===== src/rtl/pll_dyncfg_ctrl_if.sv =====
// Control-register side of the PLL dynamic-configuration master.
// Carries profile writes, load requests and sequence status.
// master = SoC register block, slave = pll_dyncfg_ctrl.
interface pll_dyncfg_ctrl_if #(
    parameter int CFG_WIDTH = 27,
    parameter int PW        = 2,
    parameter int RW        = 2
);
    logic                 i_prof_wr_en;
    logic [PW-1:0]        i_prof_wr_idx;
    logic [CFG_WIDTH-1:0] i_prof_wr_data;
    logic                 i_start;
    logic [PW-1:0]        i_start_idx;
    logic                 o_busy;
    logic                 o_done;
    logic                 o_error;
    logic                 o_locked;
    logic [PW-1:0]        o_active_idx;
    logic [RW-1:0]        o_retry_cnt;

    modport master (
        output i_prof_wr_en, i_prof_wr_idx, i_prof_wr_data, i_start, i_start_idx,
        input  o_busy, o_done, o_error, o_locked, o_active_idx, o_retry_cnt
    );

    modport slave (
        input  i_prof_wr_en, i_prof_wr_idx, i_prof_wr_data, i_start, i_start_idx,
        output o_busy, o_done, o_error, o_locked, o_active_idx, o_retry_cnt
    );
endinterface


===== src/rtl/pll_dyncfg_ctrl.sv =====
// Stores PLL config profiles and serially loads one (SCK/SDI, RESETB low), then waits for stable lock with retries.
// Latency: busy/resetb=0 one cycle after start; first SCK rise SCK_DIV cycles later; all outputs registered.
// Backpressure: start is ignored while busy; profile writes are always accepted (the active word is a private copy).
module pll_dyncfg_ctrl #(
    parameter int                   CFG_WIDTH    = 27,
    parameter int                   NUM_PROFILES = 4,
    parameter logic [CFG_WIDTH-1:0] DEFAULT_CFG  = '0,
    parameter int                   SCK_DIV      = 4,
    parameter int                   RESET_HOLD   = 16,
    parameter int                   LOCK_STABLE  = 4,
    parameter int                   LOCK_TIMEOUT = 65535,
    parameter int                   MAX_RETRY    = 3
) (
    input  logic             clk,
    input  logic             rst,
    pll_dyncfg_ctrl_if.slave ctrl,
    input  logic             i_pll_lock,
    output logic             o_pll_sck,
    output logic             o_pll_sdi,
    output logic             o_pll_resetb
);
    localparam int PW   = (NUM_PROFILES > 1) ? $clog2(NUM_PROFILES) : 1;
    localparam int RW   = (MAX_RETRY > 0) ? $clog2(MAX_RETRY + 1) : 1;
    localparam int BW   = (CFG_WIDTH > 1) ? $clog2(CFG_WIDTH) : 1;
    localparam int SW   = $clog2(LOCK_STABLE + 1);
    localparam int TM1  = (RESET_HOLD > SCK_DIV) ? RESET_HOLD : SCK_DIV;
    localparam int TMAX = (LOCK_TIMEOUT > TM1) ? LOCK_TIMEOUT : TM1;
    localparam int TW   = $clog2(TMAX + 1);

    typedef enum logic [2:0] {
        S_IDLE       = 3'd0,
        S_ASSERT_RST = 3'd1,
        S_SHIFT      = 3'd2,
        S_HOLD       = 3'd3,
        S_WAIT_LOCK  = 3'd4
    } state_t;

    logic [CFG_WIDTH-1:0] r_prof [NUM_PROFILES];
    logic [1:0]           r_lock_sync;

    state_t               r_state, w_state_nxt;
    logic [TW-1:0]        r_cnt, w_cnt_nxt;
    logic [BW-1:0]        r_bit_cnt, w_bit_nxt;
    logic [SW-1:0]        r_stable, w_stable_nxt;
    logic [CFG_WIDTH-1:0] r_word, w_word_nxt;
    logic [CFG_WIDTH-1:0] r_shift, w_shift_nxt;
    logic                 r_sck, w_sck_nxt;
    logic                 r_sdi, w_sdi_nxt;
    logic                 r_resetb, w_resetb_nxt;
    logic                 r_busy, w_busy_nxt;
    logic                 r_done, w_done_nxt;
    logic                 r_error, w_error_nxt;
    logic                 r_success, w_success_nxt;
    logic                 r_locked, w_locked_nxt;
    logic [PW-1:0]        r_active_idx, w_idx_nxt;
    logic [RW-1:0]        r_retry, w_retry_nxt;

    logic                 w_wr_ok;
    logic                 w_start_ok;
    logic                 w_lock;

    // Both index checks are done one bit wider so the compare never truncates NUM_PROFILES.
    assign w_wr_ok    = ({1'b0, ctrl.i_prof_wr_idx} < (PW+1)'(NUM_PROFILES));
    assign w_start_ok = ({1'b0, ctrl.i_start_idx}   < (PW+1)'(NUM_PROFILES));
    assign w_lock     = r_lock_sync[1];

    // Profile storage; out-of-range writes are dropped.
    always_ff @(posedge clk) begin
        if (rst) begin
            for (int i = 0; i < NUM_PROFILES; i++) begin
                r_prof[i] <= (i == 0) ? DEFAULT_CFG : '0;
            end
        end else if (ctrl.i_prof_wr_en && w_wr_ok) begin
            r_prof[ctrl.i_prof_wr_idx] <= ctrl.i_prof_wr_data;
        end
    end

    // Two-flop synchronizer for the asynchronous PLL lock.
    always_ff @(posedge clk) begin
        if (rst) r_lock_sync <= 2'b00;
        else     r_lock_sync <= {r_lock_sync[0], i_pll_lock};
    end

    // Sequencer state and all registered outputs.
    always_ff @(posedge clk) begin
        if (rst) begin
            r_state      <= S_IDLE;
            r_cnt        <= '0;
            r_bit_cnt    <= '0;
            r_stable     <= '0;
            r_word       <= '0;
            r_shift      <= '0;
            r_sck        <= 1'b0;
            r_sdi        <= 1'b0;
            r_resetb     <= 1'b0;
            r_busy       <= 1'b0;
            r_done       <= 1'b0;
            r_error      <= 1'b0;
            r_success    <= 1'b0;
            r_locked     <= 1'b0;
            r_active_idx <= '0;
            r_retry      <= '0;
        end else begin
            r_state      <= w_state_nxt;
            r_cnt        <= w_cnt_nxt;
            r_bit_cnt    <= w_bit_nxt;
            r_stable     <= w_stable_nxt;
            r_word       <= w_word_nxt;
            r_shift      <= w_shift_nxt;
            r_sck        <= w_sck_nxt;
            r_sdi        <= w_sdi_nxt;
            r_resetb     <= w_resetb_nxt;
            r_busy       <= w_busy_nxt;
            r_done       <= w_done_nxt;
            r_error      <= w_error_nxt;
            r_success    <= w_success_nxt;
            r_locked     <= w_locked_nxt;
            r_active_idx <= w_idx_nxt;
            r_retry      <= w_retry_nxt;
        end
    end

    // Next-state and next-output logic; SDI changes only on the SCK falling edge (or before the first rise).
    always_comb begin
        w_state_nxt   = r_state;
        w_cnt_nxt     = r_cnt + TW'(1);
        w_bit_nxt     = r_bit_cnt;
        w_stable_nxt  = r_stable;
        w_word_nxt    = r_word;
        w_shift_nxt   = r_shift;
        w_sck_nxt     = r_sck;
        w_sdi_nxt     = r_sdi;
        w_resetb_nxt  = r_resetb;
        w_busy_nxt    = r_busy;
        w_done_nxt    = 1'b0;
        w_error_nxt   = r_error;
        w_success_nxt = r_success;
        w_idx_nxt     = r_active_idx;
        w_retry_nxt   = r_retry;

        case (r_state)
            S_IDLE: begin
                w_cnt_nxt = '0;
                if (ctrl.i_start) begin
                    if (w_start_ok) begin
                        w_state_nxt   = S_ASSERT_RST;
                        w_word_nxt    = r_prof[ctrl.i_start_idx];
                        w_shift_nxt   = r_prof[ctrl.i_start_idx];
                        w_sdi_nxt     = r_prof[ctrl.i_start_idx][CFG_WIDTH-1];
                        w_sck_nxt     = 1'b0;
                        w_bit_nxt     = '0;
                        w_resetb_nxt  = 1'b0;
                        w_busy_nxt    = 1'b1;
                        w_error_nxt   = 1'b0;
                        w_success_nxt = 1'b0;
                        w_retry_nxt   = '0;
                        w_idx_nxt     = ctrl.i_start_idx;
                    end else begin
                        w_error_nxt = 1'b1;
                    end
                end
            end
            S_ASSERT_RST: begin
                if (r_cnt == TW'(SCK_DIV - 1)) begin
                    w_state_nxt = S_SHIFT;
                    w_cnt_nxt   = '0;
                    w_sck_nxt   = 1'b1;
                end
            end
            S_SHIFT: begin
                if (r_cnt == TW'(SCK_DIV - 1)) begin
                    w_cnt_nxt = '0;
                    if (r_sck) begin
                        w_sck_nxt = 1'b0;
                        if (r_bit_cnt == BW'(CFG_WIDTH - 1)) begin
                            w_state_nxt = S_HOLD;
                            w_sdi_nxt   = 1'b0;
                        end else begin
                            w_bit_nxt   = r_bit_cnt + BW'(1);
                            w_shift_nxt = r_shift << 1;
                            w_sdi_nxt   = r_shift[CFG_WIDTH-2];
                        end
                    end else begin
                        w_sck_nxt = 1'b1;
                    end
                end
            end
            S_HOLD: begin
                if (r_cnt == TW'(RESET_HOLD - 1)) begin
                    w_state_nxt  = S_WAIT_LOCK;
                    w_cnt_nxt    = '0;
                    w_stable_nxt = '0;
                    w_resetb_nxt = 1'b1;
                end
            end
            S_WAIT_LOCK: begin
                w_stable_nxt = w_lock ? (r_stable + SW'(1)) : '0;
                if (w_lock && (r_stable == SW'(LOCK_STABLE - 1))) begin
                    w_state_nxt   = S_IDLE;
                    w_done_nxt    = 1'b1;
                    w_busy_nxt    = 1'b0;
                    w_success_nxt = 1'b1;
                end else if (r_cnt == TW'(LOCK_TIMEOUT - 1)) begin
                    w_resetb_nxt = 1'b0;
                    if (r_retry < RW'(MAX_RETRY)) begin
                        // Reload from the private copy so profile writes made meanwhile do not leak in.
                        w_state_nxt = S_ASSERT_RST;
                        w_retry_nxt = r_retry + RW'(1);
                        w_shift_nxt = r_word;
                        w_sdi_nxt   = r_word[CFG_WIDTH-1];
                        w_bit_nxt   = '0;
                        w_cnt_nxt   = '0;
                    end else begin
                        w_state_nxt = S_IDLE;
                        w_error_nxt = 1'b1;
                        w_busy_nxt  = 1'b0;
                    end
                end
            end
            default: begin
                w_state_nxt = S_IDLE;
            end
        endcase

        w_locked_nxt = (w_state_nxt == S_IDLE) && w_success_nxt && w_lock;
    end

    assign o_pll_sck         = r_sck;
    assign o_pll_sdi         = r_sdi;
    assign o_pll_resetb      = r_resetb;
    assign ctrl.o_busy       = r_busy;
    assign ctrl.o_done       = r_done;
    assign ctrl.o_error      = r_error;
    assign ctrl.o_locked     = r_locked;
    assign ctrl.o_active_idx = r_active_idx;
    assign ctrl.o_retry_cnt  = r_retry;
endmodule


===== src/flat_wrapper.sv =====
// flat-port wrapper written by rule: the top's interface ports become plain ports
module pll_dyncfg_ctrl_flat 
#(
    parameter int                   CFG_WIDTH    = 27,
    parameter int                   NUM_PROFILES = 4,
    parameter logic [CFG_WIDTH-1:0] DEFAULT_CFG  = '0,
    parameter int                   SCK_DIV      = 4,
    parameter int                   RESET_HOLD   = 16,
    parameter int                   LOCK_STABLE  = 4,
    parameter int                   LOCK_TIMEOUT = 65535,
    parameter int                   MAX_RETRY    = 3
)
  (clk, rst, i_pll_lock, o_pll_sck, o_pll_sdi, o_pll_resetb, ctrl_i_prof_wr_en, ctrl_i_prof_wr_idx, ctrl_i_prof_wr_data, ctrl_i_start, ctrl_i_start_idx, ctrl_o_busy, ctrl_o_done, ctrl_o_error, ctrl_o_locked, ctrl_o_active_idx, ctrl_o_retry_cnt);
  pll_dyncfg_ctrl_if #(.CFG_WIDTH(CFG_WIDTH), .PW(2), .RW(2)) ctrl_i ();
  input  logic clk;
  input  logic rst;
  input  logic i_pll_lock;
  output logic o_pll_sck;
  output logic o_pll_sdi;
  output logic o_pll_resetb;
  input wire logic [$bits(ctrl_i.i_prof_wr_en)-1:0] ctrl_i_prof_wr_en;
  input wire logic [$bits(ctrl_i.i_prof_wr_idx)-1:0] ctrl_i_prof_wr_idx;
  input wire logic [$bits(ctrl_i.i_prof_wr_data)-1:0] ctrl_i_prof_wr_data;
  input wire logic [$bits(ctrl_i.i_start)-1:0] ctrl_i_start;
  input wire logic [$bits(ctrl_i.i_start_idx)-1:0] ctrl_i_start_idx;
  output wire logic [$bits(ctrl_i.o_busy)-1:0] ctrl_o_busy;
  output wire logic [$bits(ctrl_i.o_done)-1:0] ctrl_o_done;
  output wire logic [$bits(ctrl_i.o_error)-1:0] ctrl_o_error;
  output wire logic [$bits(ctrl_i.o_locked)-1:0] ctrl_o_locked;
  output wire logic [$bits(ctrl_i.o_active_idx)-1:0] ctrl_o_active_idx;
  output wire logic [$bits(ctrl_i.o_retry_cnt)-1:0] ctrl_o_retry_cnt;
  assign ctrl_i.i_prof_wr_en = ctrl_i_prof_wr_en;
  assign ctrl_i.i_prof_wr_idx = ctrl_i_prof_wr_idx;
  assign ctrl_i.i_prof_wr_data = ctrl_i_prof_wr_data;
  assign ctrl_i.i_start = ctrl_i_start;
  assign ctrl_i.i_start_idx = ctrl_i_start_idx;
  assign ctrl_o_busy = ctrl_i.o_busy;
  assign ctrl_o_done = ctrl_i.o_done;
  assign ctrl_o_error = ctrl_i.o_error;
  assign ctrl_o_locked = ctrl_i.o_locked;
  assign ctrl_o_active_idx = ctrl_i.o_active_idx;
  assign ctrl_o_retry_cnt = ctrl_i.o_retry_cnt;
  pll_dyncfg_ctrl #(.CFG_WIDTH(CFG_WIDTH), .NUM_PROFILES(NUM_PROFILES), .DEFAULT_CFG(DEFAULT_CFG), .SCK_DIV(SCK_DIV), .RESET_HOLD(RESET_HOLD), .LOCK_STABLE(LOCK_STABLE), .LOCK_TIMEOUT(LOCK_TIMEOUT), .MAX_RETRY(MAX_RETRY)) u_core (.clk(clk), .rst(rst), .ctrl(ctrl_i), .i_pll_lock(i_pll_lock), .o_pll_sck(o_pll_sck), .o_pll_sdi(o_pll_sdi), .o_pll_resetb(o_pll_resetb));
endmodule

===== config.mk =====
export PLATFORM = sky130hd
export DESIGN_NAME = pll_dyncfg_ctrl_flat
export DESIGN_NICKNAME = d
export VERILOG_FILES = /design/src/rtl/pll_dyncfg_ctrl_if.sv /design/src/rtl/pll_dyncfg_ctrl.sv /design/src/flat_wrapper.sv
export SDC_FILE = /design/constraint.sdc
export NUM_CORES = 1
export LEC_CHECK = 0
export CAP_MARGIN = 40
export CORE_ASPECT_RATIO = 1.1
export CORE_MARGIN = 10
export CORE_UTILIZATION = 60
export CTS_CLUSTER_SIZE = 16
export DETAILED_ROUTE_END_ITERATION = 10
export GPL_TIMING_DRIVEN = 0
export PLACE_DENSITY_LB_ADDON = 0.1
export SLEW_MARGIN = 20
export SYNTH_ARGS = -nofsm -noshare
export SYNTH_HDL_FRONTEND = slang
export SYNTH_SLANG_ARGS = --single-unit

===== constraint.sdc =====
create_clock -name clk -period 2.66 [get_ports clk]
set_input_delay 0.399 -clock clk [delete_from_list [all_inputs] [get_ports clk]]
set_output_delay 0.399 -clock clk [all_outputs]
set_load 0.02 [all_outputs]

==> results.py <==
metrics = {
    "clock_network": {
        "root_buffer": "clkbuf_16",
        "cts.clk_slew.worst_paths_ps": 60,
        "clock_latency_ps": 510,
        "numCtsBuffers": 22,
        "clockBufferDepth": 3,
        "htree_levels": 1,
        "cts_hold_buf": 0,
        "clkSinkCount": 202,
        "cts_tree": "built",
    },
    "placed_design": {
        "gp_congestion": 0.889,
        "portBuffers": 43,
        "place_ws_ps": -166,
        "dp_hpwl_mm": 14.2,
    },
    "logic_synthesis": {
        "synthDistinctLibCells": 53,
        "synth_flop_cell": "edfxtp_1",
        "synthTopCellsByArea": "edfxtp_1, dfxtp_1, and2_1",
        "synth_edf_count": 108,
        "yosys_warnings": 0,
        "synth.top_cell.area_share_pct": 36.5,
        "synth-seq-cells": 202,
        "netlist.top_cell.by_area": "edfxtp_1",
        "avgSynthCellArea_um2": 11.4,
        "syn_area_um2": 8890,
        "syn-num-nets": 821,
        "async_reset_ff_share_pct": 0,
        "yosysSeqAreaShare_pct": 57.6,
        "postSynthCellCount": 778,
    },
    "pwr": {
        "leakage_nw": 3.58,
        "max-vdd-ir-drop_uv": 547,
        "intPower_mw": 5.28,
        "sw_frac_of_total_pct": 23.3,
        "p_comb_share_pct": 8.7,
        "p_sw_mw": 1.60,
        "clkPwrFrac_pct": 39.4,
        "power.density_nw_per_um2": 671,
        "sequentialPowerShare_pct": 51.9,
    },
    "floorplan": {
        "die_w_um": 136,
        "initial_core_util_pct": 61.3,
        "rows": 46,
        "chipHeight_um": 148,
        "die_area_um2": 20100,
        "core_um2": 14500,
        "io_pins": 47,
    },
    "cells_and_area": {
        "area_growth_pct": 15.4,
        "drive_above_1_share_pct": 10.2,
        "antenna_cells": 0,
        "finalNetCount": 893,
    },
    "routing": {
        "wirelength_mm": 20.8,
        "num_vias": 6376,
        "drtAntennaViolNets": 0,
        "viasPerCell": 6.03,
        "drc": 0,
        "routedWlPerCell_um": 19.6,
        "drtIter0Drc": 469,
        "firstDrtPassIters": 5,
    },
    "setup_path": {
        "arrival_ps": 2920,
        "critPathMaxFanout": 10,
        "rrSetupSlack_ps": 150,
        "crit_top_cell": "clkbuf_1",
        "critPathKind": "reg2reg",
        "worstPathCellList": "clkbuf_1 -> nor3b_1 -> clkbuf_2 -> nor2_2 -> clkbuf_1 -> nand2_1 -> a311oi_1",
        "crit_path_end_kind": "flop",
        "rr_worst_depth": 7,
        "start_kind": "flop",
        "cp_slowest_stage_delay_ps": 460,
        "r2r-start": "u_core.r_state[1]$_SDFF_PP0_",
        "cp.required_ps": 3070,
        "crit_slowest_cell": "clkbuf_1",
        "r2r_end": "u_core.r_shift[17]$_SDFFE_PP0P_",
    },
    "hold_path": {
        "min_delay_path_depth": 2,
        "min_to": "u_core.r_success$_SDFF_PP0_",
        "hold_start": "rst",
        "hold_path.class": "in2reg",
    },
    "timing": {
        "clock_skew_ps": 17.4,
        "setup_viol": 0,
        "tightest_slew_ps": 794,
        "grt_setup_unrepaired": "true",
        "finalHoldViolCount": 0,
        "clock.fmax_mhz": 398,
        "maxSlewHeadroom_pct": 46.9,
        "fin_ws_ps": 148,
        "drv_slew": 0,
        "period_minus_slack_ps": 2510,
        "setup_tns_ps": 0,
        "period_share_pct": 94.4,
    },
    "run_status": {
        "status": "complete, no violations",
    },
    "global_route": {
        "grt.overflow.total": 0,
        "grt_first_pass_wirelength_mm": 33.5,
        "grt_pass1_vias": 6464,
        "grt_max_degree": 28,
        "grt_use_total_pct": 20.6,
        "grt_antenna_before_repair": 0,
    },
    "job": {
        "maxCapViolCount": 0,
    },
}
## worst max-delay path: cells and delay by family (launching register included)
| kind | cells | cell delay [ps] |
|---|---|---|
| AOI/OAI and AO/OA | 1 | 320 |
| buffers and inverters | 3 | 1030 |
| DFF | 1 | 430 |
| and+or+nand+nor | 3 | 640 |
## layout make-up
type | instances | area [um2]
sequential | 202 | 5120
fill | 1056 | 4240
multi-input combinational | 512 | 3520
clock buffer | 31 | 584
timing repair buffer | 48 | 478
tap | 192 | 240
buffer | 55 | 234
clock inverter | 8 | 46.3
inverter | 9 | 33.8
## cell usage after synthesis (5+ instances only)
master / number
a21oi_1: 72
a22oi_1: 26
a311oi_1: 26
and2_1: 110
buf_2: 11
clkbuf_1: 39
dfxtp_1: 94
edfxtp_1: 108
ha_1: 7
inv_1: 9
mux4_2: 27
nand2_1: 99
nand3_1: 10
nand4_1: 7
nor2_1: 33
nor3_1: 12
nor4_1: 7
o21ai_0: 6
o31ai_1: 5
xnor2_1: 11
## stage by stage
step / hold slack, ps / instance area [um2] / std cells / utilization, % / power [mW]
after global placement: 431 / 9560 / 1013 / 65.9 / 4.20
final: 419 / 10300 / 1057 / 70.7 / 6.88
after CTS: 404 / 10200 / 1054 / 70.4 / 6.90
after global routing: 453 / 10300 / 1057 / 70.7 / 7.11
after floorplan: 414 / 8890 / 778 / - / 3.99
after detailed placement: 448 / 9580 / 1015 / 66.1 / 4.23
## worst max-delay path by stage
| stage | start | to | depth (start not counted) |
|---|---|---|---|
| 2_1_floorplan | u_core.r_stable[0]$_SDFFE_PP0P_ | u_core.r_bit_cnt[3]$_SDFFE_PP0P_ | 8 |
| 3_3_place_gp | rst | u_core.r_prof[1][12]$_SDFFCE_PN0P_ | 5 |
| 3_5_place_dp | ctrl_i_prof_wr_en | u_core.r_prof[2][13]$_SDFFCE_PN0P_ | 7 |
| 4_1_cts | u_core.r_state[1]$_SDFF_PP0_ | u_core.r_shift[6]$_SDFFE_PP0P_ | 6 |
| 5_1_grt | u_core.r_state[1]$_SDFF_PP0_ | u_core.r_shift[13]$_SDFFE_PP0P_ | 7 |
| 6_report | u_core.r_state[1]$_SDFF_PP0_ | u_core.r_shift[17]$_SDFFE_PP0P_ | 7 |
## layout by cell type (no fill, tap or decap), types with 7 or more instances in the layout
| cell | count |
|---|---|
| buf_2 | 11 |
| and2_1 | 110 |
| clkbuf_1 | 47 |
| nor2_1 | 32 |
| clkbuf_16 | 22 |
| a21oi_1 | 72 |
| xnor2_1 | 11 |
| dfxtp_1 | 94 |
| nand2_1 | 98 |
| nand3_1 | 10 |
| nand4_1 | 7 |
| nor4_1 | 7 |
| a22oi_1 | 26 |
| edfxtp_1 | 108 |
| a311oi_1 | 26 |
| clkdlybuf4s50_1 | 43 |
| mux4_2 | 27 |
| inv_1 | 9 |
| nor3_1 | 12 |
| ha_1 | 7 |
## flip-flops by register name (all words and copies together), names as in the netlist
| name | cells |
|---|---|
| u_core.ctrl.o_locked | 1 |
| u_core.r_cnt | 16 |
| u_core.ctrl.o_active_idx | 2 |
| u_core.o_pll_resetb | 1 |
| u_core.ctrl.o_error | 1 |
| u_core.r_word | 27 |
| u_core.r_state | 3 |
| u_core.o_pll_sdi | 1 |
| u_core.ctrl.o_done | 1 |
| u_core.ctrl.o_busy | 1 |
| u_core.ctrl.o_retry_cnt | 2 |
| u_core.r_success | 1 |
| u_core.r_prof | 108 |
| u_core.r_bit_cnt | 5 |
| u_core.r_lock_sync | 2 |
| u_core.r_shift | 26 |
| u_core.r_stable | 3 |
| u_core.o_pll_sck | 1 |
## logic make-up (layout without fill, tap and decap cells)
| kind of cell | after synthesis | after routing | synth area share (%) |
|---|---|---|---|
| xor+xnor | 15 | 15 | 1.48 |
| simple gates | 311 | 311 | 18.6 |
| buf+inv | 64 | 151 | 3.00 |
| compound gates | 152 | 152 | 11.5 |
| fa+ha+maj | 7 | 7 | 0.985 |
| mux | 27 | 27 | 6.84 |
| flops | 202 | 202 | 57.6 |
## metal layers
metal,up-vias,track usage (%),wire length (um)
met2,213,35.5,10700
met3,41,3.63,1150
met4,0,6.29,416
li1,2985,-,-
met1,3137,25.6,8470
met5,-,0,0
## power by group through the flow
| stage | registers (mW) | logic (mW) | clock network (mW) |
|---|---|---|---|
| after floorplan | 3.62 | 0.379 | 0 |
| after global placement | 3.62 | 0.576 | 0 |
| after detailed placement | 3.64 | 0.594 | 0 |
| after CTS | 3.57 | 0.596 | 2.73 |
| after global routing | 3.59 | 0.655 | 2.87 |
| final | 3.57 | 0.601 | 2.71 |
## timing repair
item,4_1_cts,5_1_grt
endpoints found under the hold margin,0,0
gates resized for setup,0,5
buffers inserted,0,1
endpoints found under the setup margin,0,32
Power figures use the tool's default switching activity.
